### src/rtl/video_timing_pkg.sv
// Shared video timing definitions: 1080p60 CEA defaults, derived totals, and the
// generator state encoding.
package video_timing_pkg;

    localparam int DEF_H_ACTIVE = 1920;
    localparam int DEF_H_FP     = 88;
    localparam int DEF_H_SYNC   = 44;
    localparam int DEF_H_BP     = 148;
    localparam int DEF_V_ACTIVE = 1080;
    localparam int DEF_V_FP     = 4;
    localparam int DEF_V_SYNC   = 5;
    localparam int DEF_V_BP     = 36;
    localparam int DEF_CNT_W    = 12;

    typedef enum logic {
        IDLE = 1'b0,
        RUN  = 1'b1
    } state_t;

    function automatic int h_total(input int sync, input int bp, input int active, input int fp);
        return sync + bp + active + fp;
    endfunction

    function automatic int v_total(input int sync, input int bp, input int active, input int fp);
        return sync + bp + active + fp;
    endfunction

endpackage

### src/rtl/timing_axis_cnt.sv
// One timing axis: wrapping position counter with enable. Region flags and the
// active-relative position describe the count that will be held next cycle.
module timing_axis_cnt #(
    parameter int W      = 12,
    parameter int SYNC   = 44,
    parameter int BP     = 148,
    parameter int ACTIVE = 1920,
    parameter int TOTAL  = 2200
) (
    input  logic         clk,
    input  logic         rst_n,
    input  logic         en,
    output logic         wrap,
    output logic         next_sync,
    output logic         next_active,
    output logic [W-1:0] next_pos
);

    localparam logic [W-1:0] LAST      = W'(TOTAL - 1);
    localparam logic [W-1:0] ACT_START = W'(SYNC + BP);
    // One extra bit so an active region ending exactly at 2^W still compares correctly.
    localparam logic [W:0]   ACT_END   = (W+1)'(SYNC + BP + ACTIVE);
    localparam logic [W:0]   SYNC_END  = (W+1)'(SYNC);

    logic [W-1:0] cnt_q;
    logic [W-1:0] cnt_d;

    assign wrap = en && (cnt_q == LAST);

    always_comb begin
        cnt_d = cnt_q;
        if (en) begin
            cnt_d = wrap ? '0 : cnt_q + 1'b1;
        end
    end

    always_ff @(posedge clk or negedge rst_n) begin
        if (!rst_n) begin
            cnt_q <= '0;
        end else begin
            cnt_q <= cnt_d;
        end
    end

    assign next_sync   = {1'b0, cnt_d} < SYNC_END;
    assign next_active = (cnt_d >= ACT_START) && ({1'b0, cnt_d} < ACT_END);
    assign next_pos    = cnt_d - ACT_START;

endmodule

### src/rtl/frame_timing_gen.sv
// Single-shot frame timing generator with a one-deep retrigger queue.
// Define FRAME_TIMING_FRAME_CNT_EN to add the 16-bit completed-frame counter port.
module frame_timing_gen
    import video_timing_pkg::*;
#(
    parameter int H_ACTIVE = DEF_H_ACTIVE,
    parameter int H_FP     = DEF_H_FP,
    parameter int H_SYNC   = DEF_H_SYNC,
    parameter int H_BP     = DEF_H_BP,
    parameter int V_ACTIVE = DEF_V_ACTIVE,
    parameter int V_FP     = DEF_V_FP,
    parameter int V_SYNC   = DEF_V_SYNC,
    parameter int V_BP     = DEF_V_BP,
    parameter int CNT_W    = DEF_CNT_W
) (
    input  logic             clk,
    input  logic             rst_n,
    input  logic             frame_trig,
    output logic             frame_busy,
    output logic             frame_done,
    output logic             h_sync_out,
    output logic             v_sync_out,
    output logic             de_out,
    output logic [CNT_W-1:0] active_x,
    output logic [CNT_W-1:0] active_y
`ifdef FRAME_TIMING_FRAME_CNT_EN
    ,
    output logic [15:0]      frame_cnt
`endif
);

    localparam int H_TOTAL = h_total(H_SYNC, H_BP, H_ACTIVE, H_FP);
    localparam int V_TOTAL = v_total(V_SYNC, V_BP, V_ACTIVE, V_FP);

    state_t state_q, state_d;
    logic   pending_q, pending_d;
    logic   done_q, done_d;
    logic   hs_q, hs_d;
    logic   vs_q, vs_d;
    logic   de_q, de_d;
    logic [CNT_W-1:0] ax_q, ax_d;
    logic [CNT_W-1:0] ay_q, ay_d;

    logic             run;
    logic             run_d;
    logic             h_wrap, v_wrap;
    logic             h_nsync, h_nact, v_nsync, v_nact;
    logic [CNT_W-1:0] h_npos, v_npos;

    assign run = (state_q == RUN);

    timing_axis_cnt #(
        .W      (CNT_W),
        .SYNC   (H_SYNC),
        .BP     (H_BP),
        .ACTIVE (H_ACTIVE),
        .TOTAL  (H_TOTAL)
    ) u_h_cnt (
        .clk         (clk),
        .rst_n       (rst_n),
        .en          (run),
        .wrap        (h_wrap),
        .next_sync   (h_nsync),
        .next_active (h_nact),
        .next_pos    (h_npos)
    );

    // Vertical steps once per line; its wrap therefore marks the last clock of the frame.
    timing_axis_cnt #(
        .W      (CNT_W),
        .SYNC   (V_SYNC),
        .BP     (V_BP),
        .ACTIVE (V_ACTIVE),
        .TOTAL  (V_TOTAL)
    ) u_v_cnt (
        .clk         (clk),
        .rst_n       (rst_n),
        .en          (h_wrap),
        .wrap        (v_wrap),
        .next_sync   (v_nsync),
        .next_active (v_nact),
        .next_pos    (v_npos)
    );

    always_comb begin
        state_d   = state_q;
        pending_d = pending_q;
        done_d    = 1'b0;
        case (state_q)
            IDLE: begin
                if (frame_trig) begin
                    state_d = RUN;
                end
            end
            RUN: begin
                if (v_wrap) begin
                    // A trigger landing on the final clock is honoured like a queued one.
                    done_d    = 1'b1;
                    pending_d = 1'b0;
                    if (!(pending_q || frame_trig)) begin
                        state_d = IDLE;
                    end
                end else if (frame_trig) begin
                    pending_d = 1'b1;
                end
            end
            default: state_d = IDLE;
        endcase

        run_d = (state_d == RUN);
        hs_d  = run_d && h_nsync;
        vs_d  = run_d && v_nsync;
        de_d  = run_d && h_nact && v_nact;
        ax_d  = de_d ? h_npos : '0;
        ay_d  = de_d ? v_npos : '0;
    end

    always_ff @(posedge clk or negedge rst_n) begin
        if (!rst_n) begin
            state_q   <= IDLE;
            pending_q <= 1'b0;
            done_q    <= 1'b0;
            hs_q      <= 1'b0;
            vs_q      <= 1'b0;
            de_q      <= 1'b0;
            ax_q      <= '0;
            ay_q      <= '0;
        end else begin
            state_q   <= state_d;
            pending_q <= pending_d;
            done_q    <= done_d;
            hs_q      <= hs_d;
            vs_q      <= vs_d;
            de_q      <= de_d;
            ax_q      <= ax_d;
            ay_q      <= ay_d;
        end
    end

    assign frame_busy = run;
    assign frame_done = done_q;
    assign h_sync_out = hs_q;
    assign v_sync_out = vs_q;
    assign de_out     = de_q;
    assign active_x   = ax_q;
    assign active_y   = ay_q;

`ifdef FRAME_TIMING_FRAME_CNT_EN
    logic [15:0] frame_cnt_q, frame_cnt_d;

    always_comb begin
        frame_cnt_d = frame_cnt_q;
        if (done_d) begin
            frame_cnt_d = frame_cnt_q + 16'd1;
        end
    end

    always_ff @(posedge clk or negedge rst_n) begin
        if (!rst_n) begin
            frame_cnt_q <= '0;
        end else begin
            frame_cnt_q <= frame_cnt_d;
        end
    end

    assign frame_cnt = frame_cnt_q;
`endif

endmodule

### config.mk
export PLATFORM = sky130hd
export DESIGN_NAME = frame_timing_gen
export DESIGN_NICKNAME = d
export VERILOG_FILES = /design/src/rtl/video_timing_pkg.sv /design/src/rtl/timing_axis_cnt.sv /design/src/rtl/frame_timing_gen.sv
export SDC_FILE = /design/constraint.sdc
export NUM_CORES = 1
export LEC_CHECK = 0
export ABC_AREA = 1
export BUFFER_PORTS_ARGS = -buffer_cell sky130_fd_sc_hd__buf_2
export CORE_MARGIN = 4
export CORE_UTILIZATION = 50
export CTS_BUF_LIST = sky130_fd_sc_hd__clkbuf_16
export DETAILED_ROUTE_END_ITERATION = 8
export GPL_ROUTABILITY_DRIVEN = 0
export MAX_ROUTING_LAYER = met4
export PLACE_DENSITY = 0.69
export REMOVE_ABC_BUFFERS = 1
export SLEW_MARGIN = 25
export SYNTH_ARGS = -nofsm -noshare
export SYNTH_HDL_FRONTEND = slang
export SYNTH_HIERARCHICAL = 1
export SYNTH_SLANG_ARGS = --single-unit
### constraint.sdc
create_clock -name clk -period 7.21 [get_ports clk]
set_input_delay 1.442 -clock clk [delete_from_list [all_inputs] [get_ports clk]]
set_output_delay 1.442 -clock clk [all_outputs]
set_load 0.02 [all_outputs]
==> results of run 1 <==
-- report_power, final --
| part | switching [mW] | internal [mW] | leakage, nW | total, mW |
|---|---|---|---|---|
| Combinational | 0.00601 | 0.000824 | 1.44 | 0.00684 |
| Sequential | 0.00000000000000000519 | 0.303 | 0.725 | 0.303 |
| Clock | 0.112 | 0.165 | 0.0842 | 0.276 |
-- cell usage after synthesis --
library cell | count | area (um^2)
sky130_fd_sc_hd__a21oi_1 | 1 | 5.00
sky130_fd_sc_hd__a21oi_2 | 1 | 8.76
sky130_fd_sc_hd__and3_1 | 2 | 12.5
sky130_fd_sc_hd__buf_4 | 6 | 45.0
sky130_fd_sc_hd__buf_6 | 4 | 45.0
sky130_fd_sc_hd__clkinv_1 | 1 | 3.75
sky130_fd_sc_hd__dfrtp_1 | 54 | 1350
sky130_fd_sc_hd__ha_1 | 8 | 100
sky130_fd_sc_hd__inv_1 | 86 | 323
sky130_fd_sc_hd__inv_2 | 3 | 11.3
sky130_fd_sc_hd__inv_4 | 1 | 6.26
sky130_fd_sc_hd__nand2_1 | 108 | 405
sky130_fd_sc_hd__nand2_2 | 11 | 68.8
sky130_fd_sc_hd__nand2_4 | 4 | 45.0
sky130_fd_sc_hd__nand3_1 | 29 | 145
sky130_fd_sc_hd__nand3_2 | 2 | 20.0
sky130_fd_sc_hd__nand3b_1 | 2 | 15.0
sky130_fd_sc_hd__nand4_1 | 10 | 62.6
sky130_fd_sc_hd__nor2_1 | 55 | 206
sky130_fd_sc_hd__nor2_2 | 8 | 50.1
sky130_fd_sc_hd__nor2_4 | 6 | 67.6
sky130_fd_sc_hd__nor2_8 | 1 | 20.0
sky130_fd_sc_hd__nor3_1 | 4 | 20.0
sky130_fd_sc_hd__nor3_2 | 1 | 10.0
sky130_fd_sc_hd__nor3b_1 | 1 | 7.51
sky130_fd_sc_hd__o21ai_0 | 7 | 35.0
sky130_fd_sc_hd__o21ai_2 | 1 | 8.76
sky130_fd_sc_hd__o21bai_1 | 1 | 7.51
sky130_fd_sc_hd__xnor2_1 | 1 | 8.76
sky130_fd_sc_hd__xor2_1 | 9 | 78.8
-- sequential cells by signal, indices dropped and copies added (netlist names) --
| signal | count |
|---|---|
| active_y | 12 |
| u_v_cnt/cnt_q | 12 |
| de_out | 1 |
| frame_done | 1 |
| active_x | 12 |
| frame_busy | 1 |
| pending_q | 1 |
| v_sync_out | 1 |
| h_sync_out | 1 |
| u_h_cnt/cnt_q | 12 |
-- final cells by class --
class                           instances  area, um^2
Clock buffer                            5         125
Clock inverter                          3        43.8
Fill cell                             555        2530
Inverter                               91         344
Multi-Input combinational cell        273        1410
Sequential cell                        54        1350
Tap cell                               75        93.8
Timing Repair Buffer                   32         163
-- worst paths after layout --
kind / startpoint / to / slack (ns) / cells past startpoint
setup / recovery: frame_busy / active_y[2] / 3.76 / 22
hold / removal: pending_q / pending_q / 0.53 / 4
setup reg to reg: frame_busy / active_y[2] / 3.76 / 22
hold reg to reg: pending_q / pending_q / 0.53 / 4
max in group asynchronous: rst_n / active_x[6] / 5.49 / 2
min in group asynchronous: rst_n / active_x[1] / 1.27 / 2
-- worst max-delay path, stage by stage (launching register included) --
cell and delay, ns:
sky130_fd_sc_hd__dfrtp_1 0.61, sky130_fd_sc_hd__nand2_1 0.11, sky130_fd_sc_hd__nor3_1 0.19, sky130_fd_sc_hd__nand3_2 0.20, sky130_fd_sc_hd__inv_1 0.30, sky130_fd_sc_hd__nand2_1 0.10
sky130_fd_sc_hd__nor2_2 0.15, sky130_fd_sc_hd__nand3_1 0.14, sky130_fd_sc_hd__nand2_1 0.10, sky130_fd_sc_hd__o21ai_2 0.08, sky130_fd_sc_hd__inv_1 0.11, sky130_fd_sc_hd__ha_1 0.21
sky130_fd_sc_hd__nand2_1 0.10, sky130_fd_sc_hd__nand2_1 0.09, sky130_fd_sc_hd__nand2_2 0.06, sky130_fd_sc_hd__nand2_2 0.11, sky130_fd_sc_hd__nand2_2 0.07, sky130_fd_sc_hd__nor2_1 0.11
sky130_fd_sc_hd__nor2_1 0.05, sky130_fd_sc_hd__nand2_1 0.05, sky130_fd_sc_hd__inv_1 0.05, sky130_fd_sc_hd__nand2_4 0.24, sky130_fd_sc_hd__nor2_1 0.08
-- metal layers --
| layer | vias up | wire, um | GRT usage |
|---|---|---|---|
| met3 | 12 | 248 | 0.0310 |
| li1 | 1329 | - | - |
| met1 | 1219 | 2820 | 0.233 |
| met2 | 57 | 3270 | 0.330 |
| met5 | - | 0 | - |
| met4 | 0 | 125 | 0.0711 |
-- cell families after synthesis --
group,count (synthesis)
AOI/OAI and AO/OA,11
DFF,54
adders and majority gates,8
and+or+nand+nor,244
buffers and inverters,101
xor gates and xnor gates,10
==> results.md, run 1 <==
* Fin Clk Skew at 0.00618 ns
* Starting Density at 0.527
* Worst Hold Margin at 0.528 ns
* Total via count after detailed routing at 2617
* Dpl ws at 3.81 ns
* Mux cell area share after synthesis at 0
* Most used cells in the layout excluding fill and tap cells: sky130_fd_sc_hd__nand2_1 (108), sky130_fd_sc_hd__inv_1 (86), sky130_fd_sc_hd__nor2_1 (55)
* Number of buffers inserted during clock tree synthesis at 5
* DR DRC count at 0
* Core Area at 6060 um^2
* Port bufs at 31
* Ys Warns at 6
* Final Hold Vio Count at 0
* Highest ir drop seen on vdd at 170 uV
* CP Launch Type: flip-flop
* Required time reported for the critical path endpoint at 7.38 ns
* Die width at 87.9 um
* Net total in the final layout at 468
* H-tree depth at 2
* Synth Area in Simple Gates at 0.362
* Final standard cell count with taps included and fillers excluded at 533
* Number of global-route vias before repair at 2622
* Arrival time of data at the critical path endpoint at 3.62 ns
* Die span in y at 87.9 um
* Number of endpoints failing setup at the final stage at 0
* GRT Overall Usage at 0.195
* Count of state elements after synthesis at 54
* Violation count after the first detailed-routing iteration at 128
* Synth-to-layout area growth at 10.5%
* Post-route clock period utilization at 0.478
* Biggest fanout along the worst timing path at 25
* Part of the Yosys area used for sequential elements at 0.423
* Cells after DPL at 525
* Run status: complete, no violations
* Maximum number of pins on one net before global-route repair at 55
* Class of the most critical hold timing path: flip-flop to flip-flop
* Ports at 32
* Number of gates resized after CTS at 0
* Max Buffers Root-to-Sink at 2
* CTS tree: done
* Worst Max-Slew Pin Slew at 0.680 ns
* Syn avg cell area at 7.46 um^2
* Areal power density over the cells at 166 nW/um^2
* First-pass iteration count of the detailed router at 4
* Final TNS setup at 0 ns
* Post-route cell area at 3530 um^2
* Share of cells above drive strength 1 at 0.172
* Max Freq at 0.290 GHz
* Post-Syn Area at 3190 um^2
* Setup bufs post-CTS at 0
* Wire length of the first global-routing pass at 11.4 mm
* Sink count of the clock tree at 54
* Worst Setup Slack, final at 3.76 ns
* Vias per cell at 4.91
* Clock root buffer: sky130_fd_sc_hd__clkbuf_16
* Antenna violations before repair at 0
* Number of slew-limit violations in the final report at 0
* Power, Total at 0.586 mW
* Wirelength, routed at 6.46 mm
* Compound-gate portion of the synthesized area at 0.0204
* RSZ-0062 raised after global routing: no
* Setup crit end kind: flip-flop
* Clock transition at the registers of the reported paths at 0.07 ns
* Fraction of the core area covered by cells at the end of the flow at 0.582
* Standby leakage power at 2.25 nW
* Final antenna-violating net count at 0
* Mapped Cells at 428
* CTS Hold Bufs at 0
* Placed cell area at 3360 um^2
* Number of max-cap violations at 0
* Main combinational cell family by area after synthesis: simple AND/OR/NAND/NOR gates
* Average wire per standard cell at 12.1 um
* Period minus WS final at 3.45 ns
* Critical path type: flip-flop to flip-flop
* Most common library cell in the layout ignoring fill and taps: sky130_fd_sc_hd__nand2_1
* Post-Synth XOR/XNOR Area at 0.0274
* Clock latency on the worst-skew pair at 0.29 ns
* Distinct cells, synth at 30
* Ant. Diodes at 0
* Detailed-placement wirelength estimate at 4.81 mm
* Die Area at 7730 um^2
* Residual overflow from global routing at 0
* Std cell rows at 28
* Adder-Cell Fraction of Synth Area at 0.0313
* Max-slew headroom at 0.547
Power figures use the tool's default switching activity.
==> inputs of run 2 (changes only) <==
==> constraint.sdc (replaced) <==
create_clock -name clk -period 3.24 [get_ports clk]
set_input_delay 0.648 -clock clk [delete_from_list [all_inputs] [get_ports clk]]
set_output_delay 0.648 -clock clk [all_outputs]
set_load 0.02 [all_outputs]
==> results.md, run 2 (synthesis results as in run 1) <==
* Run status: complete, no violations
* Starting Density at 0.527 (unchanged)
* Violation count after the first detailed-routing iteration at 104 (-19%)
* DR DRC count at 0 (unchanged)
* Sw Ratio at 0.210 (+0.00894)
* Total via count after detailed routing at 2672 (+2.1%)
* Die Area at 7730 um^2 (unchanged)
* Most used cells in the layout excluding fill and tap cells: sky130_fd_sc_hd__nand2_1 (108), sky130_fd_sc_hd__inv_1 (84), sky130_fd_sc_hd__nor2_1 (55)
* Max Freq at 0.339 GHz (+17%)
* Synth-to-layout area growth at 11.6%
* Flop pwr share at 0.555 (+0.038)
* GRT Overall Usage at 0.196 (+0.00118)
* Clock transition at the registers of the reported paths at 0.07 ns (about the same)
* Die width at 87.9 um (unchanged)
* Share of cells above drive strength 1 at 0.186 (+0.0133)
* Class of the most critical hold timing path: input port to asynchronous set/reset pin
* Port bufs at 31 (unchanged)
* Vias per cell at 4.97 (+1.2%)
* Number of max-cap violations at 0 (unchanged)
* Detailed-placement wirelength estimate at 5.03 mm (+4.6%)
* Standby leakage power at 2.26 nW (+0.27%)
* Biggest fanout along the worst timing path at 13 (-48%)
* Final antenna-violating net count at 0 (unchanged)
* Number of global-route vias before repair at 2712 (+3.4%)
* Period minus WS final at 2.95 ns (-0.500 ns)
* Clock network power share at 0.432 (-0.040)
* Worst Setup Slack, final at 0.294 ns (-3.47 ns)
* Residual overflow from global routing at 0 (unchanged)
* Final Hold Vio Count at 0 (unchanged)
* Fin Clk Skew at 0.00656 ns (+0.000376 ns)
* Std cell rows at 28 (unchanged)
* Number of endpoints failing setup at the final stage at 0 (unchanged)
* Most common library cell in the layout ignoring fill and taps: sky130_fd_sc_hd__nand2_1
* P_sw at 0.255 mW (+120%)
* Highest ir drop seen on vdd at 278 uV (+64%)
* Dpl ws at 0.271 ns (-3.54 ns)
* Worst Max-Slew Pin Slew at 0.864 ns (+0.185 ns)
* Core Area at 6060 um^2 (unchanged)
* CP Launch Type: flip-flop
* First-pass iteration count of the detailed router at 4 (unchanged)
* Final standard cell count with taps included and fillers excluded at 538 (+0.94%)
* Ports at 32 (unchanged)
* Sink count of the clock tree at 54 (unchanged)
* Cell-internal power at 0.958 mW (+100%)
* Critical path type: flip-flop to flip-flop
* Clock latency on the worst-skew pair at 0.29 ns (about the same)
* Clock root buffer: sky130_fd_sc_hd__clkbuf_16
* Net total in the final layout at 473 (+1.1%)
* Average wire per standard cell at 12.6 um (+3.7%)
* CTS Hold Bufs at 0 (unchanged)
* Wire length of the first global-routing pass at 11.6 mm (+1.7%)
* Number of buffers inserted during clock tree synthesis at 5 (unchanged)
* Required time reported for the critical path endpoint at 3.46 ns (-3.92 ns)
* Areal power density over the cells at 340 nW/um^2 (+100%)
* Number of cells on the worst reg-to-reg path at 23 (+4.5%)
* Setup crit end kind: flip-flop
* Max Buffers Root-to-Sink at 2 (unchanged)
* Logic pwr share at 0.013 (about the same)
* Max-slew headroom at 0.424 (-0.123)
* Fillers at 583 (+5.0%)
* CTS tree: done
* Antenna violations before repair at 0 (unchanged)
* Number of slew-limit violations in the final report at 0 (unchanged)
* Arrival time of data at the critical path endpoint at 3.16 ns (-0.46 ns)
* Cells after DPL at 528 (+0.57%)
* Wirelength, routed at 6.76 mm (+4.6%)
* Maximum number of pins on one net before global-route repair at 40 (-27%)
* Post-route clock period utilization at 0.909 (+0.431)
* Ant. Diodes at 0 (unchanged)
* H-tree depth at 2 (unchanged)
* Die span in y at 87.9 um (unchanged)
## run 2: path summary, 6_finish.rpt
kind                                   from           to  slack (ns)
min                                   rst_n  active_x[2]        0.47
min in group clk                  pending_q    pending_q        0.54
max in group asynchronous             rst_n  active_y[6]        2.04
min reg2reg                       pending_q    pending_q        0.54
max                        u_h_cnt/cnt_q[1]  active_x[7]        0.29
max reg2reg                u_h_cnt/cnt_q[1]  active_x[7]        0.29
## run 2: power groups by stage
stage	clock [mW]	sequential, mW	combinational, mW
floorplan	0	0.687	0.000587
global placement	0	0.687	0.0164
detailed placement	0	0.687	0.0167
CTS	0.539	0.673	0.0167
global route	0.563	0.673	0.0187
finish	0.524	0.674	0.0153
## run 2: worst max-delay path, cell delays in order, from the launching register on
cell	delay, ns
sky130_fd_sc_hd__dfrtp_1	0.39
sky130_fd_sc_hd__ha_2	0.22
sky130_fd_sc_hd__nand2_2	0.09
sky130_fd_sc_hd__nor2_1	0.14
sky130_fd_sc_hd__nand3_2	0.09
sky130_fd_sc_hd__inv_1	0.09
sky130_fd_sc_hd__buf_4	0.16
sky130_fd_sc_hd__inv_1	0.08
sky130_fd_sc_hd__nor2_1	0.11
sky130_fd_sc_hd__nand2_1	0.08
sky130_fd_sc_hd__o21ai_2	0.12
sky130_fd_sc_hd__inv_2	0.08
sky130_fd_sc_hd__ha_1	0.23
sky130_fd_sc_hd__nand2_1	0.11
sky130_fd_sc_hd__nand2_1	0.07
sky130_fd_sc_hd__nand2_2	0.07
sky130_fd_sc_hd__nand2_2	0.09
sky130_fd_sc_hd__nand2_2	0.09
sky130_fd_sc_hd__nor2_1	0.05
sky130_fd_sc_hd__nor2_1	0.09
sky130_fd_sc_hd__nand2_1	0.09
sky130_fd_sc_hd__inv_4	0.11
sky130_fd_sc_hd__nand2_8	0.10
sky130_fd_sc_hd__nor2_1	0.12
## run 2: final cells by class
| type | count | area [um^2] | share of cell area |
|---|---|---|---|
| Inverter | 91 | 347 | 0.0972 |
| Multi-Input combinational cell | 274 | 1440 | 0.404 |
| Clock buffer | 5 | 125 | 0.0351 |
| Timing Repair Buffer | 36 | 193 | 0.0540 |
| Sequential cell | 54 | 1350 | 0.379 |
| Tap cell | 75 | 93.8 | 0.0263 |
| Clock inverter | 3 | 16.3 | 0.00456 |
## run 2: what timing repair did
item                       CTS  global route
setup buffers                0             1
resized for setup            0             7
setup endpoints to repair    0            25
## run 2: metal layers
layer | wire length [um] | track usage | vias up
met4 | 137 | 0.0628 | 0
met5 | 0 | - | -
met3 | 274 | 0.0357 | 17
li1 | - | - | 1345
met2 | 3470 | 0.349 | 58
met1 | 2880 | 0.220 | 1252
## run 2: metrics by stage
| stage | setup TNS [ns] | total power, mW | instance area [um^2] | util | hold WS (ns) |
|---|---|---|---|---|---|
| 2_1_floorplan | 0 | 0.688 | 3100 | - | 0.352 |
| 3_3_place_gp | 0 | 0.703 | 3380 | 0.558 | 0.514 |
| 3_5_place_dp | 0 | 0.703 | 3380 | 0.558 | 0.534 |
| 4_1_cts | 0 | 1.23 | 3520 | 0.582 | 0.504 |
| 5_1_grt | -0.00786 | 1.25 | 3570 | 0.588 | 0.541 |
| 6_report | 0 | 1.21 | 3570 | 0.588 | 0.467 |
==> inputs of run 3 (changes only) <==
--- a/config.mk
+++ b/config.mk
@@ -18,5 +18,4 @@
 export SLEW_MARGIN = 25
 export SYNTH_ARGS = -nofsm -noshare
 export SYNTH_HDL_FRONTEND = slang
-export SYNTH_HIERARCHICAL = 1
 export SYNTH_SLANG_ARGS = --single-unit
==> results.md, run 3 <==
* Run status: complete, no violations
* Number of enable-type register cells in the synthesized netlist at 0 (unchanged)
* Class of the most critical hold timing path: input port to asynchronous set/reset pin
* Final TNS setup at 0 ns (unchanged)
* Starting Density at 0.521 (-0.00591)
* Clock transition at the registers of the reported paths at 0.06 ns (about the same)
* Areal power density over the cells at 321 nW/um^2 (-5.6%)
* Max Buffers Root-to-Sink at 2 (unchanged)
* Share of cells above drive strength 1 at 0.240 (+0.0543)
* Final Hold Vio Count at 0 (unchanged)
* Number of buffers inserted during clock tree synthesis at 5 (unchanged)
* Part of the Yosys area used for sequential elements at 0.404 (-0.0193)
* Number of global-route vias before repair at 2666 (-1.7%)
* Arrival time of data at the critical path endpoint at 3.01 ns (-0.15 ns)
* Most used cells in the layout excluding fill and tap cells: sky130_fd_sc_hd__nand2_1 (120), sky130_fd_sc_hd__dfrtp_1 (54), sky130_fd_sc_hd__inv_1 (53)
* Leading cell type by number of instances after synthesis: sky130_fd_sc_hd__nand2_1
* Ant. Diodes at 0 (unchanged)
* Violation count after the first detailed-routing iteration at 89 (-14%)
* Sink count of the clock tree at 54 (unchanged)
* CP Launch Type: flip-flop
* Die span in y at 89.8 um (+2.1%)
* Worst Hold Margin at 0.342 ns (-0.125 ns)
* CTS tree: done
* H-tree depth at 2 (unchanged)
* Count of state elements after synthesis at 54 (unchanged)
* Port bufs at 31 (unchanged)
* Setup bufs post-CTS at 0 (unchanged)
* Biggest fanout along the worst timing path at 14 (+1)
* Die width at 89.8 um (+2.1%)
* Dominant cell type by area after synthesis: sky130_fd_sc_hd__dfrtp_1
* Area fraction of the dominant cell type after synthesis at 0.404 (-0.0193)
* Wire length of the first global-routing pass at 12.0 mm (+2.7%)
* Net total in the final layout at 461 (-2.5%)
* Leading cell types by count after synthesis: sky130_fd_sc_hd__nand2_1 (120), sky130_fd_sc_hd__dfrtp_1 (54), sky130_fd_sc_hd__inv_1 (53)
* Most common library cell in the layout ignoring fill and taps: sky130_fd_sc_hd__nand2_1
* Synth area leaders: sky130_fd_sc_hd__dfrtp_1 (40%), sky130_fd_sc_hd__nand2_1 (13%), sky130_fd_sc_hd__nor2_4 (8.7%), sky130_fd_sc_hd__inv_1 (5.9%), sky130_fd_sc_hd__nand3_1 (4.5%)
* Standby leakage power at 2.03 nW (-10%)
* First-pass iteration count of the detailed router at 4 (unchanged)
* Vias per cell at 5.11 (+3.0%)
* Worst Max-Slew Pin Slew at 0.525 ns (-0.339 ns)
* Std cell rows at 29 (+3.6%)
* Antenna violations before repair at 0 (unchanged)
* Ys Warns at 0 (-6)
* Flip-flop cell with the highest count after synthesis: sky130_fd_sc_hd__dfrtp_1
* DR DRC count at 0 (unchanged)
* Average wire per standard cell at 13.2 um (+4.9%)
* Share of flip-flops with an asynchronous set or reset at 1.00 (unchanged)
* Clock root buffer: sky130_fd_sc_hd__clkbuf_16
* Distinct cells, synth at 29 (-3.3%)
* Number of max-cap violations at 0 (unchanged)
* Max-slew headroom at 0.650 (+0.226)
* Ports at 32 (unchanged)
* Clock latency on the worst-skew pair at 0.29 ns (about the same)
* Number of endpoints failing setup at the final stage at 0 (unchanged)
* Total via count after detailed routing at 2695 (+0.86%)
* Wirelength, routed at 6.95 mm (+2.7%)
* Die Area at 8070 um^2 (+4.3%)
* CTS Hold Bufs at 0 (unchanged)
* Core Area at 6420 um^2 (+6.0%)
* Number of gates resized after CTS at 0 (unchanged)
* RSZ-0062 raised after global routing: no
* Fin Clk Skew at 0.00536 ns (-0.00119 ns)
* Synth-to-layout area growth at 10.1%
* Residual overflow from global routing at 0 (unchanged)
* Post-route clock period utilization at 0.862 (-0.0469)
* Period minus WS final at 2.79 ns (-0.152 ns)
* Critical path type: flip-flop to flip-flop
* Syn avg cell area at 8.05 um^2 (+7.8%)
* Detailed-placement wirelength estimate at 5.37 mm (+6.6%)
* Reg2Reg Setup Slack at 0.45 ns (+0.15 ns)
* GRT Overall Usage at 0.184 (-0.0114)
* Number of slew-limit violations in the final report at 0 (unchanged)
* Highest ir drop seen on vdd at 232 uV (-17%)
* Maximum number of pins on one net before global-route repair at 43 (+7.5%)
* Final antenna-violating net count at 0 (unchanged)
* Fillers at 603 (+3.4%)
* Setup crit end kind: flip-flop
* Mapped Cells at 416 (-2.8%)
* Max Freq at 0.358 GHz (+5.4%)
* Post-Syn Area at 3350 um^2 (+4.8%)
* Required time reported for the critical path endpoint at 3.46 ns (about the same)
==> run 3: logic make-up after synthesis <==
| group | synth area share |
|---|---|
| simple gates | 0.418 |
| buf+inv | 0.0968 |
| flops | 0.404 |
| xor+xnor | 0.0340 |
| compound gates | 0.0217 |
| fa+ha+maj | 0.0262 |
==> run 3: report_power, final <==
| group | internal [mW] | switching [mW] |
|---|---|---|
| clock | 0.275 | 0.218 |
| combinational | 0.00286 | 0.0134 |
| sequential | 0.674 | 0.0000000000000000266 |
==> run 3: critical path, cell delays in order, from the launching register on <==
cell and delay, ns:
sky130_fd_sc_hd__dfrtp_1 0.37, sky130_fd_sc_hd__ha_1 0.22, sky130_fd_sc_hd__nand2_4 0.09, sky130_fd_sc_hd__nor2_4 0.15
sky130_fd_sc_hd__nand3_2 0.27, sky130_fd_sc_hd__nand2_1 0.14, sky130_fd_sc_hd__nand2_1 0.12, sky130_fd_sc_hd__ha_1 0.25
sky130_fd_sc_hd__nand2_1 0.08, sky130_fd_sc_hd__nand2_1 0.10, sky130_fd_sc_hd__nand2_1 0.08, sky130_fd_sc_hd__nand2_1 0.06
sky130_fd_sc_hd__nand2_2 0.09, sky130_fd_sc_hd__nand3_4 0.29, sky130_fd_sc_hd__buf_12 0.29, sky130_fd_sc_hd__nor2_1 0.10
==> run 3: cell type report <==
| type | instances | area (um^2) | area share |
|---|---|---|---|
| clock buffer | 5 | 125 | 0.0340 |
| clock inverter | 1 | 3.75 | 0.00102 |
| inverter | 64 | 243 | 0.0659 |
| multi-input combinational | 292 | 1670 | 0.454 |
| sequential | 54 | 1350 | 0.367 |
| tap | 77 | 96.3 | 0.0262 |
| timing repair buffer | 34 | 193 | 0.0523 |
==> run 3: per-stage QoR <==
step                std cells  cell area, um^2  worst slack, ns  total power, mW   util
global route              527             3680            0.181             1.23  0.574
finish                    527             3680            0.446             1.18  0.574
floorplan                 410             3270            0.680            0.687      -
global placement          521             3550            0.522            0.704  0.553
CTS                       527             3680            0.427             1.20  0.573
detailed placement        521             3550            0.453            0.704  0.553
==> run 3: worst paths after layout <==
| path | start | to | cells past startpoint |
|---|---|---|---|
| max in group asynchronous | rst_n | active_y[10] | 2 |
| max reg2reg | u_h_cnt.cnt_q[0] | active_x[1] | 15 |
| min in group clk | pending_q | pending_q | 2 |
| min reg2reg | pending_q | pending_q | 2 |
| min | rst_n | active_x[3] | 1 |
| max | u_h_cnt.cnt_q[0] | active_x[1] | 15 |
==> run 3: routing by layer <==
| metal | global-route usage | vias up | wire length (um) |
|---|---|---|---|
| met5 | - | - | 0 |
| met4 | 0.0549 | 0 | 110 |
| met3 | 0.0309 | 10 | 336 |
| met2 | 0.315 | 66 | 3500 |
| met1 | 0.226 | 1272 | 3000 |
| li1 | - | 1347 | - |
